<file path="src/rtl/idram_pkg.sv">
// Shared definitions for the instruction data RAM: refill FSM states and
// helpers deriving line size and fetch-offset width from module parameters.
package idram_pkg;

    typedef enum logic [1:0] {
        ST_IDLE,
        ST_FILL,
        ST_DONE
    } fill_state_e;

    function automatic int unsigned line_words(input int unsigned wow);
        return 32'd1 << wow;
    endfunction

    // Offset bits consumed by bank selection within one fetch.
    function automatic int unsigned fetch_off_w(input int unsigned fw);
        return $clog2(fw);
    endfunction

endpackage

</file>
<file path="src/rtl/idram_bank.sv">
// One word-interleaved bank of the instruction RAM: single write port, one
// registered read port. Optional per-word even parity under IDRAM_PARITY_EN.
module idram_bank #(
    parameter int unsigned DW = 32,
    parameter int unsigned AW = 5
) (
    input  logic          clk,
    input  logic          rst,
    input  logic          we,
    input  logic [AW-1:0] waddr,
    input  logic [DW-1:0] wdata,
    input  logic          re,
    input  logic [AW-1:0] raddr,
    output logic [DW-1:0] rdata,
    output logic          rperr
);

`ifdef IDRAM_PARITY_EN
    localparam int unsigned MW = DW + 1;
`else
    localparam int unsigned MW = DW;
`endif

    logic [MW-1:0] mem_q [1 << AW];
    logic [MW-1:0] wword;
    logic [MW-1:0] rdata_q, rdata_d;

`ifdef IDRAM_PARITY_EN
    assign wword = {^wdata, wdata};
    // Stored bit makes the whole word even, so any odd flip shows as 1.
    assign rperr = ^rdata_q;
`else
    assign wword = wdata;
    assign rperr = 1'b0;
`endif

    assign rdata = rdata_q[DW-1:0];

    always_ff @(posedge clk) begin
        if (we) begin
            mem_q[waddr] <= wword;
        end
    end

    always_comb begin
        rdata_d = rdata_q;
        if (re) begin
            rdata_d = mem_q[raddr];
        end
    end

    always_ff @(posedge clk or posedge rst) begin
        if (rst) begin
            rdata_q <= '0;
        end else begin
            rdata_q <= rdata_d;
        end
    end

endmodule

</file>
<file path="src/rtl/idram_mw.sv">
// Multi-word-fetch instruction RAM with critical-word-first line refill.
// Define IDRAM_PARITY_EN to store and check one even-parity bit per word.
`ifndef I_INDEX_WIDTH
`define I_INDEX_WIDTH 4
`endif
`ifndef I_WO_WIDTH
`define I_WO_WIDTH 2
`endif

module idram_mw
    import idram_pkg::*;
#(
    parameter int unsigned DW  = 32,
    parameter int unsigned IW  = `I_INDEX_WIDTH,
    parameter int unsigned WOW = `I_WO_WIDTH,
    parameter int unsigned FW  = 2
) (
    input  logic             clk,
    input  logic             rst,
    input  logic             rd_en,
    output logic             rd_ready,
    input  logic [IW-1:0]    rd_index,
    input  logic [WOW-1:0]   rd_offset,
    output logic             rd_valid,
    output logic [DW*FW-1:0] rd_data,
    output logic             rd_perr,
    input  logic             fill_start,
    input  logic [IW-1:0]    fill_index,
    input  logic [WOW-1:0]   fill_offset,
    input  logic             fill_valid,
    input  logic [DW-1:0]    fill_data,
    output logic             fill_ready,
    output logic             fill_done
);

    localparam int unsigned LINE_W = line_words(WOW);
    localparam int unsigned FOW    = fetch_off_w(FW);
    localparam int unsigned AW     = IW + WOW - FOW;

    fill_state_e    state_q, state_d;
    logic [WOW-1:0] beat_cnt_q, beat_cnt_d;
    logic [IW-1:0]  fill_idx_q, fill_idx_d;
    logic [WOW-1:0] fill_off_q, fill_off_d;
    logic           rd_valid_q, rd_valid_d;

    logic              rd_accept;
    logic              beat_we;
    logic [WOW-1:0]    beat_off;
    logic [IW+WOW-1:0] waddr_full, raddr_full;
    logic [FW-1:0]     perr_vec;
    logic              rd_off_unused;

    assign rd_ready   = (state_q == ST_IDLE);
    assign fill_ready = (state_q == ST_FILL);
    assign fill_done  = (state_q == ST_DONE);
    assign rd_accept  = rd_en & rd_ready;
    assign beat_we    = fill_valid & fill_ready;
    // Wraps modulo the line size for critical-word-first order.
    assign beat_off   = fill_off_q + beat_cnt_q;
    assign waddr_full = {fill_idx_q, beat_off};
    assign raddr_full = {rd_index, rd_offset};
    // Low offset bits only select banks; the fetch is aligned down.
    assign rd_off_unused = ^raddr_full;

    assign rd_valid = rd_valid_q;
    assign rd_perr  = rd_valid_q & (|perr_vec);

    always_comb begin
        state_d    = state_q;
        beat_cnt_d = beat_cnt_q;
        fill_idx_d = fill_idx_q;
        fill_off_d = fill_off_q;
        rd_valid_d = rd_accept;
        case (state_q)
            ST_IDLE: begin
                if (fill_start) begin
                    state_d    = ST_FILL;
                    fill_idx_d = fill_index;
                    fill_off_d = fill_offset;
                    beat_cnt_d = '0;
                end
            end
            ST_FILL: begin
                if (fill_valid) begin
                    beat_cnt_d = beat_cnt_q + 1'b1;
                    if (beat_cnt_q == WOW'(LINE_W - 1)) begin
                        state_d = ST_DONE;
                    end
                end
            end
            ST_DONE: state_d = ST_IDLE;
            default: state_d = ST_IDLE;
        endcase
    end

    always_ff @(posedge clk or posedge rst) begin
        if (rst) begin
            state_q    <= ST_IDLE;
            beat_cnt_q <= '0;
            fill_idx_q <= '0;
            fill_off_q <= '0;
            rd_valid_q <= 1'b0;
        end else begin
            state_q    <= state_d;
            beat_cnt_q <= beat_cnt_d;
            fill_idx_q <= fill_idx_d;
            fill_off_q <= fill_off_d;
            rd_valid_q <= rd_valid_d;
        end
    end

    for (genvar b = 0; b < int'(FW); b++) begin : g_bank
        localparam int unsigned BANK = b;
        logic bank_we;

        assign bank_we = beat_we && ((32'(beat_off) % FW) == BANK);

        idram_bank #(
            .DW (DW),
            .AW (AW)
        ) u_bank (
            .clk   (clk),
            .rst   (rst),
            .we    (bank_we),
            .waddr (waddr_full[IW+WOW-1:FOW]),
            .wdata (fill_data),
            .re    (rd_accept),
            .raddr (raddr_full[IW+WOW-1:FOW]),
            .rdata (rd_data[b*DW +: DW]),
            .rperr (perr_vec[b])
        );
    end

endmodule

</file>
<file path="config.mk">
export PLATFORM = sky130hd
export DESIGN_NAME = idram_mw
export DESIGN_NICKNAME = d
export VERILOG_FILES = /design/src/rtl/idram_pkg.sv /design/src/rtl/idram_bank.sv /design/src/rtl/idram_mw.sv
export SDC_FILE = /design/constraint.sdc
export NUM_CORES = 2
export LEC_CHECK = 0
export ABC_AREA = 1
export CAP_MARGIN = 40
export CORE_MARGIN = 2
export CORE_UTILIZATION = 45
export CTS_BUF_LIST = sky130_fd_sc_hd__clkbuf_2 sky130_fd_sc_hd__clkbuf_4 sky130_fd_sc_hd__clkbuf_8
export CTS_CLUSTER_DIAMETER = 30
export DETAILED_ROUTE_END_ITERATION = 8
export GPL_TIMING_DRIVEN = 1
export SKIP_LAST_GASP = 1
export SLEW_MARGIN = 0
export SYNTH_ARGS = -nofsm -noshare
export SYNTH_HDL_FRONTEND = slang
export SYNTH_SLANG_ARGS = --single-unit
</file>
<file path="constraint.sdc">
create_clock -name clk -period 4 [get_ports clk]
set_input_delay 1 -clock clk [delete_from_list [all_inputs] [get_ports clk]]
set_output_delay 1 -clock clk [all_outputs]
set_load 0.02 [all_outputs]
</file>
== Word level (Yosys, flattened, before mapping) ==
Memories as Yosys holds them, arrays and structs flattened. A register that Yosys moved wholly into a read port is not among the register bits.
Index checks and enable logic that the tools add are counted.
W data, S select, Z words.

* Add/sub/neg operators: 2
* Eq/ne operators: 6
* Mux-type cells: 11
* Bitwise operators: 2
* Reduce and logical (&&, ||, !) cells: 8

{| class="wikitable"
|+ Operators by type and width
! cell !! number
|-
| $logic_not A32 Y1 || 1
|-
| $mux W2 || 5
|-
| $pmux W2 S2 || 2
|-
| $reduce_and A3 Y1 || 2
|-
| $eq A2 B2 Y1 const B || 2
|-
| $mux W1 || 4
|-
| $ne A2 B1 Y1 const B || 2
|-
| $add A2 B1 Y2 const B || 1
|-
| $add A2 B2 Y2 || 1
|-
| $and A1 B1 Y1 || 2
|-
| $eq A2 B1 Y1 const B || 1
|-
| $logic_and A1 B1 Y1 || 2
|-
| $logic_not A2 Y1 || 1
|-
| $ne A2 B2 Y1 const B || 1
|-
| $reduce_and A2 Y1 || 1
|-
| $reduce_bool A2 Y1 || 1
|}

* Flip-flop bits (word level): 11
* Memory bits (writable): 2,048
* Input bits: 49
* Output and inout port bits: 69
* Memories kept: 2

{| class="wikitable"
|+ Memories
! memory !! words !! bits a word !! rd ports !! clocked after Yosys merged registers in !! write ports !! line !! text
|-
| g_bank[0].u_bank.mem_q || 32 || 32 || 1 || 1 || 1 || idram_bank.sv:24 || <nowiki>logic [MW-1:0] mem_q [1 << AW];</nowiki>
|-
| g_bank[1].u_bank.mem_q || 32 || 32 || 1 || 1 || 1 || idram_bank.sv:24 ||
|}

== Depth between registers and ports, before layout ==
* Depth after elaboration: 5
* Depth in mapped cells: 13

== Modules after synthesis ==
A second synthesis with hierarchy kept.

* Cell total of the unflattened synthesis: 7,161
* Area, all modules: 85,711.0 um^2

{| class="wikitable"
|+ By module, submodules not included
! module !! times used !! cells an instance !! area each (um^2) !! seq. area each (um^2)
|-
| idram_bank || 2 || 3,547 || 42,584.6 || 31,550.3
|-
| idram_mw || 1 || 67 || 541.8 || 275.3
|}

== Worst setup path after synthesis ==
OpenSTA, ideal clock, no wires.

* Kind: input port to flip-flop
* From: input fill_valid
* To: memory g_bank[0].u_bank.mem_q[10][0] (netlist name), enable pin
* Library setup time: 0.421 ns
* Arrival: 3.226 ns
* Path slack: 0.353 ns
* Cell stages on the path: 7
* Buffers on the path: 2
* Cells stage by stage: inv_1 > nor2_1 > inv_1 > or2_2 > clkbuf_1 > clkbuf_1 > nor2_1

* Longest elaborated chain between the ends: 4

{| class="wikitable"
|+ RTL lines
! what !! line !! text
|-
| start: declaration || idram_mw.sv:30 || <nowiki>input logic fill_valid,</nowiki>
|-
| $and A1 B1 Y1 || idram_mw.sv:57 || <nowiki>assign beat_we = fill_valid & fill_ready;</nowiki>
|-
| $logic_and A1 B1 Y1 || idram_mw.sv:116 || <nowiki>assign bank_we = beat_we && ((32'(beat_off) % FW) == BANK);</nowiki>
|-
| $mux W1 || idram_bank.sv:40 || <nowiki>if (we) begin</nowiki>
|-
| $mux W1 (not written as such) || idram_bank.sv:41 || <nowiki>mem_q[waddr] <= wword;</nowiki>
|-
| end: declaration || idram_bank.sv:24 ||
|}

No other way between the ends.

== Final worst setup path ==
* From: register state_q[1]
* To: output rd_ready

* Longest elaborated chain between the ends: 1

{| class="wikitable"
|+ RTL lines
! what !! line !! text
|-
| start: declaration || idram_mw.sv:40 || <nowiki>fill_state_e state_q, state_d;</nowiki>
|-
| start signal: assignment || idram_mw.sv:104 || <nowiki>state_q <= state_d;</nowiki>
|-
| $logic_not A2 Y1 || idram_mw.sv:53 || <nowiki>assign rd_ready = (state_q == ST_IDLE);</nowiki>
|-
| end: declaration || idram_mw.sv:21 || <nowiki>output logic rd_ready,</nowiki>
|}

No other way between the ends.

==> flow_metrics.tcl <==
set metrics [dict create \
    status "complete, but fails checks" \
    violations "antenna rules" \
    hold_viol_final 0 \
    syn2layout_area_growth_pct 17.9 \
    dr.pass1.iters 6 \
    yosys_warnings 0 \
    io_pins 118 \
    tns_ps 0 \
    fin_crit_sh_pct 83.4 \
    grt_util_met3_pct 5.29 \
    synth.most_common_cell "nand2_1" \
    synthDistinctLibCells 20 \
    h-tree-depth 5 \
    grt_max_degree 120 \
    gp_congestion 0.802 \
    worstPathMaxFanout 3 \
    synth_ff_type "edfxtp_1" \
    cts_tree "done" \
    row_count 159 \
    path_cells "nor2_1 -> clkdlybuf4s50_1" \
    fin_nets 7364 \
    power_mw 55.4 \
    setup-violations-final 0 \
    overflow 0 \
    drv_cap 0 \
    numCtsBuffers 428 \
    yosys-top-cells-area "edfxtp_1 (73%), nand3_1 (11%), nand2_1 (11%), dfrtp_1 (2.2%), buf_2 (1.6%)" \
    drc 0 \
    die_h_um 438 \
    synth.cell_area_um2 84600 \
    slew_viol_final 0 \
    grt_busiest_layer "met2" \
    clk_pin_slew_ps 60 \
    drive_above_1_share_pct 13.7 \
    track_usage_pct 25.1 \
    via_per_inst 5.52 \
    syn_nets 7030 \
    grt_pass1_wl_um 353000 \
    synth_edf_count 2048 \
    startpoint_type "flip-flop" \
    drt_iter0_markers 5815 \
    pre_cts_ws_ps 499 \
    cts_sinks 2123 \
    core_um2 187000 \
    critPathCaptureType "output pin" \
    cp.arrival_ps 2340 \
    grt_pass1_vias 54500 \
    synth-seq-cells 2123 \
    fin_crit_ps 3340 \
    grt_util_met1_pct 33.6 \
    skew_ps 57.7 \
    synth_top_area_share_pct 72.7 \
    synth.top_cells.by_count "nand2_1 (2368), edfxtp_1 (2048), nand3_1 (1914)" \
    die_area_um2 191000 \
    cts.repair.resized 0 \
    cp_top_family "buffers and inverters" \
    max_freq_mhz 300 \
    synth_top_cell_by_area "edfxtp_1" \
    tightest_slew_ps 911 \
    postCtsHoldBufs 0 \
    antenna_found_initial 14 \
    vdd_drop_max_mv 0.369 \
    final_util_pct 53.3 \
    syn_inst 6979 \
    slowest_delay_ps 660 \
    setup_ws_ps 662 \
    slew_headroom_pct 39.2 \
    dp_hpwl_um 127000 \
    post_cts_buffers 0 \
    start_util_pct 45.2 \
    yosysSeqAreaShare_pct 74.9 \
    clk_latency_ps 1080 \
    path_buf_inv 1 \
    fillerInstances 15500 \
    critPathKind "flip-flop to output pin" \
    cts_buffer_depth 4 \
    synth.avg_cell_area_um2 12.1 \
    met2_usage_pct 40.1 \
    ant_nets 1 \
    routed_wirelength_um 242000 \
    hold_class "input pin to flip-flop" \
    root_buffer "clkbuf_8" \
    vias 56100 \
    required_ps 3000 \
    post_drt_wl_per_cell_um 23.8 \
    slowest_stage "clkdlybuf4s50_1" \
    die_x_um 438 \
    rsz0062_at_grt "false" \
    cellLeakagePower_nw 35.7 \
    io_buffers 115 \
    stdcell_area_um2 99700 \
    synthArstFlopShare_pct 3.53 \
    dpl-instance-area_um2 90500 \
    p_per_area_nw_per_um2 555 \
]
[routing by layer]
| metal | routed length (um) | part of all wire (%) |
|---|---|---|
| met5 | 47 | 0.019 |
| met3 | 20800 | 8.6 |
| met4 | 7990 | 3.3 |
| met1 | 98600 | 41 |
| met2 | 115000 | 47 |
[final timing paths]
path                       slack [ps]  depth (start not counted)                                        to                             startpoint
max reg2reg                       990                          9  g_bank[1].u_bank.mem_q[15][27]$_DFFE_PP_              beat_cnt_q[0]$_DFFE_PP0P_
max in group asynchronous        2860                          3    g_bank[1].u_bank.rdata[27]$_DFFE_PP0P_                                    rst
min in group asynchronous         380                          2                 beat_cnt_q[0]$_DFFE_PP0P_                                    rst
max                               660                          2                                  rd_ready                 state_q[1]$_DFFE_PP0P_
min reg2reg                       480                          2     g_bank[0].u_bank.rdata[0]$_DFFE_PP0P_  g_bank[0].u_bank.rdata[0]$_DFFE_PP0P_
min                               170                          1   g_bank[1].u_bank.mem_q[5][13]$_DFFE_PP_                          fill_data[13]
[registers in the layout, indices dropped and copies added, names as in the netlist]
register,cells
beat_cnt_q,2
fill_idx_q,4
fill_off_q,2
g_bank.u_bank.mem_q,2048
g_bank.u_bank.rdata,64
rd_valid,1
state_q,2
[report_power, final]
group | switching [mW] | internal [mW]
Clock | 9.52 | 14.2
Combinational | 4.11 | 1.70
Sequential | 0.409 | 25.5
[per-stage QoR]
stage | hold slack [ps] | std cells
floorplan | 453 | 6979
global placement | 466 | 9361
detailed placement | 465 | 9378
CTS | 59.8 | 10200
global route | 115 | 10200
finish | 167 | 10200
[cells by family (layout without fill, tap and decap cells)]
family | Yosys count | after routing | synth area share (%)
other | 1 | 9 | 0.00443
flip-flops | 2123 | 2123 | 74.9
buffers and inverters | 480 | 1156 | 2.77
AND/OR/NAND/NOR | 4365 | 4365 | 22.2
AO/OA/AOI/OAI | 7 | 7 | 0.0414
adder cells (fa/ha/maj) | 2 | 2 | 0.0296
XOR/XNOR | 1 | 1 | 0.0104
[placed cells by master (no fill, tap or decap)]
| cell type | n |
|---|---|
| ha_1 | 2 |
| inv_4 | 1 |
| clkinv_4 | 13 |
| clkinv_1 | 89 |
| nor2_1 | 8 |
| buf_16 | 1 |
| or2_4 | 1 |
| buf_2 | 32 |
| clkbuf_8 | 437 |
| diode_2 | 8 |
| clkdlybuf4s50_1 | 78 |
| nand2_1 | 2366 |
| dfrtp_1 | 75 |
| or2_2 | 1 |
| clkinv_2 | 77 |
| o21ai_0 | 7 |
| edfxtp_1 | 2048 |
| inv_1 | 12 |
| xor2_1 | 1 |
| inv_16 | 1 |
| nand2_4 | 2 |
| bufinv_16 | 52 |
| buf_8 | 3 |
| buf_4 | 120 |
| nor3_1 | 9 |
| nor2_4 | 64 |
| inv_8 | 2 |
| clkbuf_4 | 57 |
| inv_6 | 9 |
| buf_6 | 1 |
| clkinvlp_4 | 41 |
| nand3_1 | 1914 |
| buf_12 | 130 |
| conb_1 | 1 |
[final cells by class]
class,instances,area [um2],area share [%]
Antenna cell,8,20.0,0.0201
Tap cell,2495,3120,3.13
Clock inverter,278,2760,2.77
Timing Repair Buffer,365,4530,4.54
Multi-Input combinational cell,4376,19400,19.4
Inverter,19,113,0.113
Sequential cell,2123,63400,63.5
Clock buffer,494,6440,6.46
[worst reg2reg max path, stage by stage, from the launching register on]
cell	delay [ps]
dfrtp_1	400
ha_1	170
inv_1	50
or2_2	280
nand2_1	300
inv_1	110
nor2_1	540
nand2_1	310
nor2_4	180
buf_12	260
(Power assumes the default switching activity.)
